===== config.mk =====
export PLATFORM = sky130hd
export DESIGN_NAME = inst_decode_flat
export DESIGN_NICKNAME = d
export VERILOG_FILES = /design/src/rtl/inst_decode_if.sv /design/src/rtl/inst_decode.sv /design/src/flat_wrapper.sv
export SDC_FILE = /design/constraint.sdc
export NUM_CORES = 2
export LEC_CHECK = 0
export BUFFER_PORTS_ARGS = -buffer_cell sky130_fd_sc_hd__buf_2
export CORE_ASPECT_RATIO = 1.5
export CORE_UTILIZATION = 45
export CTS_CLUSTER_DIAMETER = 50
export DETAILED_ROUTE_END_ITERATION = 12
export PLACE_DENSITY = 0.74
export SLEW_MARGIN = 40
export SYNTH_ARGS = -nofsm -noshare
export SYNTH_HDL_FRONTEND = slang
export SYNTH_SLANG_ARGS = --single-unit

===== constraint.sdc =====
create_clock -name clk -period 3.65 [get_ports clk]
set_input_delay 0.1825 -clock clk [delete_from_list [all_inputs] [get_ports clk]]
set_output_delay 0.1825 -clock clk [all_outputs]
set_load 0.02 [all_outputs]

===== src/rtl/inst_decode_if.sv =====
// Bundle of the signals between decode and its neighbours: fetch handshake,
// writeback and execute-forwarding inputs, and the operand/control bundle to execute.
interface inst_decode_if;
    logic        in_valid;
    logic [31:0] in_inst;
    logic        in_ready;
    logic        wb_en;
    logic [4:0]  wb_rd;
    logic [31:0] wb_data;
    logic        fwd_en;
    logic [4:0]  fwd_rd;
    logic [31:0] fwd_data;
    logic        ex_valid;
    logic [31:0] busA;
    logic [31:0] busB;
    logic [6:0]  opcode;
    logic [3:0]  fs;
    logic [4:0]  sh;
    logic        mw;
    logic [31:0] memaddr;
    logic [31:0] memdatain;
    logic [4:0]  ex_rd;
    logic        ex_regwrite;
    logic        ex_memtoreg;

    // Environment side: fetch, writeback and execute
    modport master (
        output in_valid, in_inst, wb_en, wb_rd, wb_data, fwd_en, fwd_rd, fwd_data,
        input  in_ready, ex_valid, busA, busB, opcode, fs, sh, mw, memaddr,
               memdatain, ex_rd, ex_regwrite, ex_memtoreg
    );

    // Decode stage side
    modport slave (
        input  in_valid, in_inst, wb_en, wb_rd, wb_data, fwd_en, fwd_rd, fwd_data,
        output in_ready, ex_valid, busA, busB, opcode, fs, sh, mw, memaddr,
               memdatain, ex_rd, ex_regwrite, ex_memtoreg
    );
endinterface


===== src/rtl/inst_decode.sv =====
// Decode / operand-fetch stage: decodes the fetched instruction, reads the
// register file with execute forwarding and writeback bypass, stalls one cycle
// on a load-use hazard and registers the operand/control bundle for execute.
module inst_decode (
    input logic         clk,
    input logic         rst_n,
    inst_decode_if.slave bus
);
    localparam logic [3:0] FS_ADD = 4'h2;

    typedef enum logic [6:0] {
        OP_ALUR  = 7'h00,
        OP_ADDI  = 7'h01,
        OP_LOAD  = 7'h02,
        OP_STORE = 7'h03
    } op_e;

    typedef struct packed {
        logic        valid;
        logic [31:0] busA;
        logic [31:0] busB;
        logic [6:0]  opcode;
        logic [3:0]  fs;
        logic [4:0]  sh;
        logic        mw;
        logic [31:0] memaddr;
        logic [31:0] memdatain;
        logic [4:0]  rd;
        logic        regwrite;
        logic        memtoreg;
    } bundle_t;

    logic [31:0] r_regs [32];
    bundle_t     r_ex;
    bundle_t     w_nxt;

    logic [6:0]  w_op;
    logic [4:0]  w_rd, w_rs, w_rt, w_sh;
    logic [3:0]  w_fs;
    logic [31:0] w_sext;
    logic [31:0] w_rs_val, w_rt_val, w_rd_val;
    logic        w_reads_ex;
    logic        w_hazard;

    assign w_op   = bus.in_inst[31:25];
    assign w_rd   = bus.in_inst[24:20];
    assign w_rs   = bus.in_inst[19:15];
    assign w_rt   = bus.in_inst[14:10];
    assign w_fs   = bus.in_inst[9:6];
    assign w_sh   = bus.in_inst[4:0];
    assign w_sext = {{17{bus.in_inst[14]}}, bus.in_inst[14:0]};

    // Priority: R0, then the younger execute result, then writeback, then the file
    function automatic logic [31:0] f_operand(
        input logic [4:0]  src,
        input logic [31:0] file_val,
        input logic        fe,
        input logic [4:0]  frd,
        input logic [31:0] fd,
        input logic        we,
        input logic [4:0]  wrd,
        input logic [31:0] wd
    );
        if (src == '0)                  return '0;
        else if (fe && (frd == src))    return fd;
        else if (we && (wrd == src))    return wd;
        else                            return file_val;
    endfunction

    assign w_rs_val = f_operand(w_rs, r_regs[w_rs], bus.fwd_en, bus.fwd_rd, bus.fwd_data,
                                bus.wb_en, bus.wb_rd, bus.wb_data);
    assign w_rt_val = f_operand(w_rt, r_regs[w_rt], bus.fwd_en, bus.fwd_rd, bus.fwd_data,
                                bus.wb_en, bus.wb_rd, bus.wb_data);
    assign w_rd_val = f_operand(w_rd, r_regs[w_rd], bus.fwd_en, bus.fwd_rd, bus.fwd_data,
                                bus.wb_en, bus.wb_rd, bus.wb_data);

    // A load in EX whose destination the incoming word reads cannot be bypassed yet
    assign w_reads_ex = (w_rs == r_ex.rd)
                      || ((w_op == OP_ALUR)  && (w_rt == r_ex.rd))
                      || ((w_op == OP_STORE) && (w_rd == r_ex.rd));
    assign w_hazard   = r_ex.valid && r_ex.memtoreg && (r_ex.rd != '0) && w_reads_ex;
    assign bus.in_ready = !w_hazard;

    // Next bundle: bubble on stall or no input, otherwise the decoded instruction
    always_comb begin
        w_nxt = '0;
        if (bus.in_valid && !w_hazard) begin
            w_nxt.valid = 1'b1;
            case (w_op)
                OP_ALUR: begin
                    w_nxt.opcode   = w_op;
                    w_nxt.busA     = w_rs_val;
                    w_nxt.busB     = w_rt_val;
                    w_nxt.fs       = w_fs;
                    w_nxt.sh       = w_sh;
                    w_nxt.rd       = w_rd;
                    w_nxt.regwrite = 1'b1;
                end
                OP_ADDI: begin
                    w_nxt.opcode   = w_op;
                    w_nxt.busA     = w_rs_val;
                    w_nxt.busB     = w_sext;
                    w_nxt.fs       = FS_ADD;
                    w_nxt.rd       = w_rd;
                    w_nxt.regwrite = 1'b1;
                end
                OP_LOAD: begin
                    w_nxt.opcode   = w_op;
                    w_nxt.busA     = w_rs_val;
                    w_nxt.busB     = w_sext;
                    w_nxt.fs       = FS_ADD;
                    w_nxt.memaddr  = w_rs_val + w_sext;
                    w_nxt.rd       = w_rd;
                    w_nxt.regwrite = 1'b1;
                    w_nxt.memtoreg = 1'b1;
                end
                OP_STORE: begin
                    w_nxt.opcode    = w_op;
                    w_nxt.busA      = w_rs_val;
                    w_nxt.busB      = w_sext;
                    w_nxt.fs        = FS_ADD;
                    w_nxt.memaddr   = w_rs_val + w_sext;
                    w_nxt.memdatain = w_rd_val;
                    w_nxt.mw        = 1'b1;
                    w_nxt.rd        = w_rd;
                end
                default: ;
            endcase
            if (w_rd == '0) w_nxt.regwrite = 1'b0;
        end
    end

    // Pipeline register feeding execute
    always_ff @(posedge clk or negedge rst_n) begin
        if (!rst_n) r_ex <= '0;
        else        r_ex <= w_nxt;
    end

    // Register file; R0 is never written
    always_ff @(posedge clk or negedge rst_n) begin
        if (!rst_n) begin
            for (int unsigned i = 0; i < 32; i++) r_regs[i] <= '0;
        end else if (bus.wb_en && (bus.wb_rd != '0)) begin
            r_regs[bus.wb_rd] <= bus.wb_data;
        end
    end

    assign bus.ex_valid    = r_ex.valid;
    assign bus.busA        = r_ex.busA;
    assign bus.busB        = r_ex.busB;
    assign bus.opcode      = r_ex.opcode;
    assign bus.fs          = r_ex.fs;
    assign bus.sh          = r_ex.sh;
    assign bus.mw          = r_ex.mw;
    assign bus.memaddr     = r_ex.memaddr;
    assign bus.memdatain   = r_ex.memdatain;
    assign bus.ex_rd       = r_ex.rd;
    assign bus.ex_regwrite = r_ex.regwrite;
    assign bus.ex_memtoreg = r_ex.memtoreg;
endmodule


===== src/flat_wrapper.sv =====
// flat-port wrapper written by rule: the top's interface ports become plain ports
module inst_decode_flat 
  (clk, rst_n, bus_in_valid, bus_in_inst, bus_wb_en, bus_wb_rd, bus_wb_data, bus_fwd_en, bus_fwd_rd, bus_fwd_data, bus_in_ready, bus_ex_valid, bus_busA, bus_busB, bus_opcode, bus_fs, bus_sh, bus_mw, bus_memaddr, bus_memdatain, bus_ex_rd, bus_ex_regwrite, bus_ex_memtoreg);
  inst_decode_if bus_i ();
  input logic clk;
  input logic rst_n;
  input wire logic [$bits(bus_i.in_valid)-1:0] bus_in_valid;
  input wire logic [$bits(bus_i.in_inst)-1:0] bus_in_inst;
  input wire logic [$bits(bus_i.wb_en)-1:0] bus_wb_en;
  input wire logic [$bits(bus_i.wb_rd)-1:0] bus_wb_rd;
  input wire logic [$bits(bus_i.wb_data)-1:0] bus_wb_data;
  input wire logic [$bits(bus_i.fwd_en)-1:0] bus_fwd_en;
  input wire logic [$bits(bus_i.fwd_rd)-1:0] bus_fwd_rd;
  input wire logic [$bits(bus_i.fwd_data)-1:0] bus_fwd_data;
  output wire logic [$bits(bus_i.in_ready)-1:0] bus_in_ready;
  output wire logic [$bits(bus_i.ex_valid)-1:0] bus_ex_valid;
  output wire logic [$bits(bus_i.busA)-1:0] bus_busA;
  output wire logic [$bits(bus_i.busB)-1:0] bus_busB;
  output wire logic [$bits(bus_i.opcode)-1:0] bus_opcode;
  output wire logic [$bits(bus_i.fs)-1:0] bus_fs;
  output wire logic [$bits(bus_i.sh)-1:0] bus_sh;
  output wire logic [$bits(bus_i.mw)-1:0] bus_mw;
  output wire logic [$bits(bus_i.memaddr)-1:0] bus_memaddr;
  output wire logic [$bits(bus_i.memdatain)-1:0] bus_memdatain;
  output wire logic [$bits(bus_i.ex_rd)-1:0] bus_ex_rd;
  output wire logic [$bits(bus_i.ex_regwrite)-1:0] bus_ex_regwrite;
  output wire logic [$bits(bus_i.ex_memtoreg)-1:0] bus_ex_memtoreg;
  assign bus_i.in_valid = bus_in_valid;
  assign bus_i.in_inst = bus_in_inst;
  assign bus_i.wb_en = bus_wb_en;
  assign bus_i.wb_rd = bus_wb_rd;
  assign bus_i.wb_data = bus_wb_data;
  assign bus_i.fwd_en = bus_fwd_en;
  assign bus_i.fwd_rd = bus_fwd_rd;
  assign bus_i.fwd_data = bus_fwd_data;
  assign bus_in_ready = bus_i.in_ready;
  assign bus_ex_valid = bus_i.ex_valid;
  assign bus_busA = bus_i.busA;
  assign bus_busB = bus_i.busB;
  assign bus_opcode = bus_i.opcode;
  assign bus_fs = bus_i.fs;
  assign bus_sh = bus_i.sh;
  assign bus_mw = bus_i.mw;
  assign bus_memaddr = bus_i.memaddr;
  assign bus_memdatain = bus_i.memdatain;
  assign bus_ex_rd = bus_i.ex_rd;
  assign bus_ex_regwrite = bus_i.ex_regwrite;
  assign bus_ex_memtoreg = bus_i.ex_memtoreg;
  inst_decode u_core (.clk(clk), .rst_n(rst_n), .bus(bus_i));
endmodule

==> reports/results.ini <==
[yosys]
synth_top_family_by_area = multiplexers
synth_xor_area_share_pct = 0.819
yosysMostFrequentCell = dfrtp_1
synth_area_per_cell_um2 = 14.9
synthMuxAreaShare_pct = 46.6
yosysSeqAreaShare_pct = 41.7
synth_area_mm2 = 0.0706
synth_top_cell_by_area = dfrtp_1
synth_compound_area_share_pct = 3.80
synth_adder_area_share_pct = 0.737
yosys_warnings = 0
synth_common_cells = dfrtp_1 (1177), mux2_2 (1001), mux4_2 (889)
synth_flop_cell = dfrtp_1
synth-seq-cells = 1177
synth_cells = 4726
synth_edf_count = 0
synth_top_area_share_pct = 41.7
synthTopCellsByArea = dfrtp_1 (42%), mux4_2 (28%), mux2_2 (16%)
synthDistinctLibCells = 64
async_flop_share_pct = 100
synthSimpleGateAreaFrac_pct = 2.81

[cts]
cts_buffers = 113
cts_max_level = 3
clk_latency_ns = 0.77
clock_path_buffers = 3
cts_tree = yes
root_buffer = clkbuf_16
path_clk_slew_ns = 0.07
cts.sinks = 1177

[global_route]
met1_usage_pct = 40.3
grt_pass1_vias = 54700
track_usage_pct = 33.1
globalRouteMet3Util_pct = 9.23
grt_pass1_wl_um = 381000
top_usage_layer = met2
antenna_found_initial = 17
grt_max_degree = 159
globalRouteOverflowTotal = 0
gr-usage-met2_pct = 50.7

[placed_design]
post-place-ws_ns = -1.01
port_buffers = 264
hpwl_um = 169000
gp_congestion = 0.960
place_area_mm2 = 0.0807

[critical_path]
crit_type = register to register
crit_arrival_ns = 4.83
crit_path_start = u_core.r_regs[352]
rr_worst_depth = 18
critPathLaunchType = register
r2r_end = u_core.bus.memaddr[30]
crit_path_end_kind = register
regToRegStartpoint = u_core.r_regs[352]
critPathMaxFanout = 4
rrSetupSlack_ns = -0.49
critPathCapture = u_core.bus.memaddr[30]
worstPathRequired_ns = 4.34

[detailed_routing]
ant_nets = 0
routed_via_density = 6.82
num_vias = 53000
wl_per_cell_um = 33.7
drt_iter0_drc = 6459
routed_wl_um = 262000
drt_pre_antenna_iters = 7
drcViolationCount = 0

[floorplan]
fp.dieArea_mm2 = 0.159
ioPinCount = 265
fp-row-count = 177
coreArea_mm2 = 0.155
start_util_pct = 45.4
die-width_um = 325
die_h_um = 487

[sta]
maxSlewViolCount = 0
hold_viol_final = 0
whs_ns = 0.0304
worst_slew_pin_slew_ns = 0.956
finalCritPeriodShare_pct = 114
clock.fmax_mhz = 241
period_needed_ns = 4.14
skew_ns = 0.0285
setup-violations-final = 24
rsz0062_at_grt = yes
setup_ws_ns = -0.494
slew_headroom_pct = 36.3
tns_ns = -6.58

[finish]
postLayoutCellArea_mm2 = 0.0865
drive_above_1_share_pct = 61.1
fill_cells = 12100
area_growth_pct = 22.5
nets = 5765

[power_and_ir_drop]
leakage_nw = 38.2
p_clk_share_pct = 29.5
p_int_mw = 30.2
peakVddDrop_mv = 0.487
seqPwrFrac_pct = 39.5
total_power_mw = 43.0
switching_share_pct = 29.8
comb_power_share_pct = 31.0
cellPowerDensity_mw_per_mm2 = 497
power_switching_mw = 12.8

[run_status]
violations = setup timing
status = finished with violations

[worst_hold_path]
hold_path.class = input pin to register

[job]
maxCapViolations = 0

critical path: stages (launching register included):
cell	delay, ns
dfrtp_1	0.44
mux4_2	0.49
mux4_2	0.48
mux2i_1	0.15
nor2_1	0.07
a21oi_2	0.13
a211oi_2	0.08
ha_2	0.19
inv_2	0.05
fa_2	0.24
nor2b_2	0.07
o211ai_1	0.27
a21boi_2	0.14
o211ai_1	0.20
buf_4	0.17
a21oi_4	0.07
o211a_4	0.29
o41ai_4	0.30
mux2i_1	0.22
area by class of cell:
cell class / instances / area [um^2] / area share, %
Tap cell: 2058 / 2570 / 2.98
Timing Repair Buffer: 1303 / 10800 / 12.4
Clock buffer: 156 / 3310 / 3.83
Multi-Input combinational cell: 3008 / 39700 / 45.9
Inverter: 10 / 40.0 / 0.0463
Antenna cell: 6 / 15.0 / 0.0174
Sequential cell: 1177 / 29500 / 34.0
Clock inverter: 56 / 639 / 0.739
power by group through the flow:
| stage | registers, mW | logic [mW] | clock network [mW] |
|---|---|---|---|
| floorplan | 16.7 | 7.68 | 0 |
| finish | 17.0 | 13.3 | 12.7 |
| detailed placement | 17.1 | 12.5 | 0 |
| global placement | 16.9 | 12.2 | 0 |
| CTS | 16.9 | 13.0 | 12.7 |
| global route | 17.2 | 14.0 | 13.3 |
stage by stage:
step | cells | util (%)
final | 7774 | 55.6
after detailed placement | 7435 | 51.9
after floorplan | 4730 | -
after global placement | 7435 | 51.9
after CTS | 7756 | 55.4
after global routing | 7769 | 55.6
layer usage:
metal | vias up | share of wire (%)
met1 | 27600 | 34
met5 | - | 0.041
met2 | 3880 | 46
met4 | 18 | 8.7
li1 | 20400 | -
met3 | 1130 | 12
cell usage in the layout (no fill, tap or decap), types with 11 or more instances in the layout:
| cell | n |
|---|---|
| buf_12 | 105 |
| o22ai_1 | 18 |
| nor2_4 | 17 |
| clkinv_2 | 13 |
| o2bb2ai_1 | 32 |
| ha_1 | 32 |
| nand2_1 | 117 |
| o21ai_1 | 29 |
| mux2_2 | 999 |
| clkinvlp_4 | 11 |
| nand3_1 | 20 |
| dfrtp_1 | 1177 |
| a21oi_2 | 13 |
| mux2i_1 | 151 |
| buf_4 | 866 |
| nand2b_1 | 11 |
| and2_1 | 11 |
| clkbuf_8 | 24 |
| buf_6 | 15 |
| o211ai_1 | 11 |
| a21oi_1 | 90 |
| mux4_2 | 889 |
| inv_6 | 11 |
| dlygate4sd3_1 | 60 |
| xnor2_1 | 26 |
| and3_1 | 12 |
| clkbuf_16 | 117 |
| nor2_1 | 143 |
| a211oi_1 | 34 |
| a22o_1 | 17 |
| clkbuf_1 | 15 |
| a21o_1 | 13 |
| buf_2 | 249 |
| o21ai_0 | 44 |
| nor3_1 | 14 |
| xor2_1 | 33 |
| o221ai_1 | 25 |
worst min-delay path by stage:
stage,from,end,slack [ns],cells past startpoint
CTS,bus_wb_data[19],u_core.bus.busA[19],0.01,6
floorplan,rst_n,u_core.bus.busA[0],-0.11,0
global route,bus_wb_data[23],u_core.bus.busA[23],0.02,4
finish,bus_wb_data[30],u_core.bus.busB[30],0.03,3
detailed placement,rst_n,u_core.r_regs[295],0.11,1
global placement,rst_n,u_core.r_regs[295],0.11,1
state kept, by name, indices dropped and copies added (netlist names):
name                    count
u_core.bus.memdatain       32
u_core.bus.sh               5
u_core.bus.mw               1
u_core.bus.fs               4
u_core.bus.ex_regwrite      1
u_core.bus.memaddr         32
u_core.bus.busB            32
u_core.bus.ex_memtoreg      1
u_core.bus.ex_rd            5
u_core.bus.ex_valid         1
u_core.bus.opcode           7
u_core.bus.busA            32
u_core.r_regs            1024
cells by family (layout without fill, tap and decap cells):
logic type / Yosys count / after routing
AO/OA/AOI/OAI: 406 / 406
buffers and inverters: 545 / 1525
multiplexers: 2050 / 2050
flip-flops: 1177 / 1177
adder cells (fa/ha/maj): 41 / 41
AND/OR/NAND/NOR: 440 / 440
XOR/XNOR: 66 / 66
other: 1 / 11
repair_timing:
action	in CTS	in global routing
endpoints found under the hold margin	849	0
hold buffers	61	0
buffers inserted	49	11
resized for setup	120	27
endpoints found under the setup margin	22	25
pin swaps	62	22
Note: power is estimated with default switching activity, not from simulation.
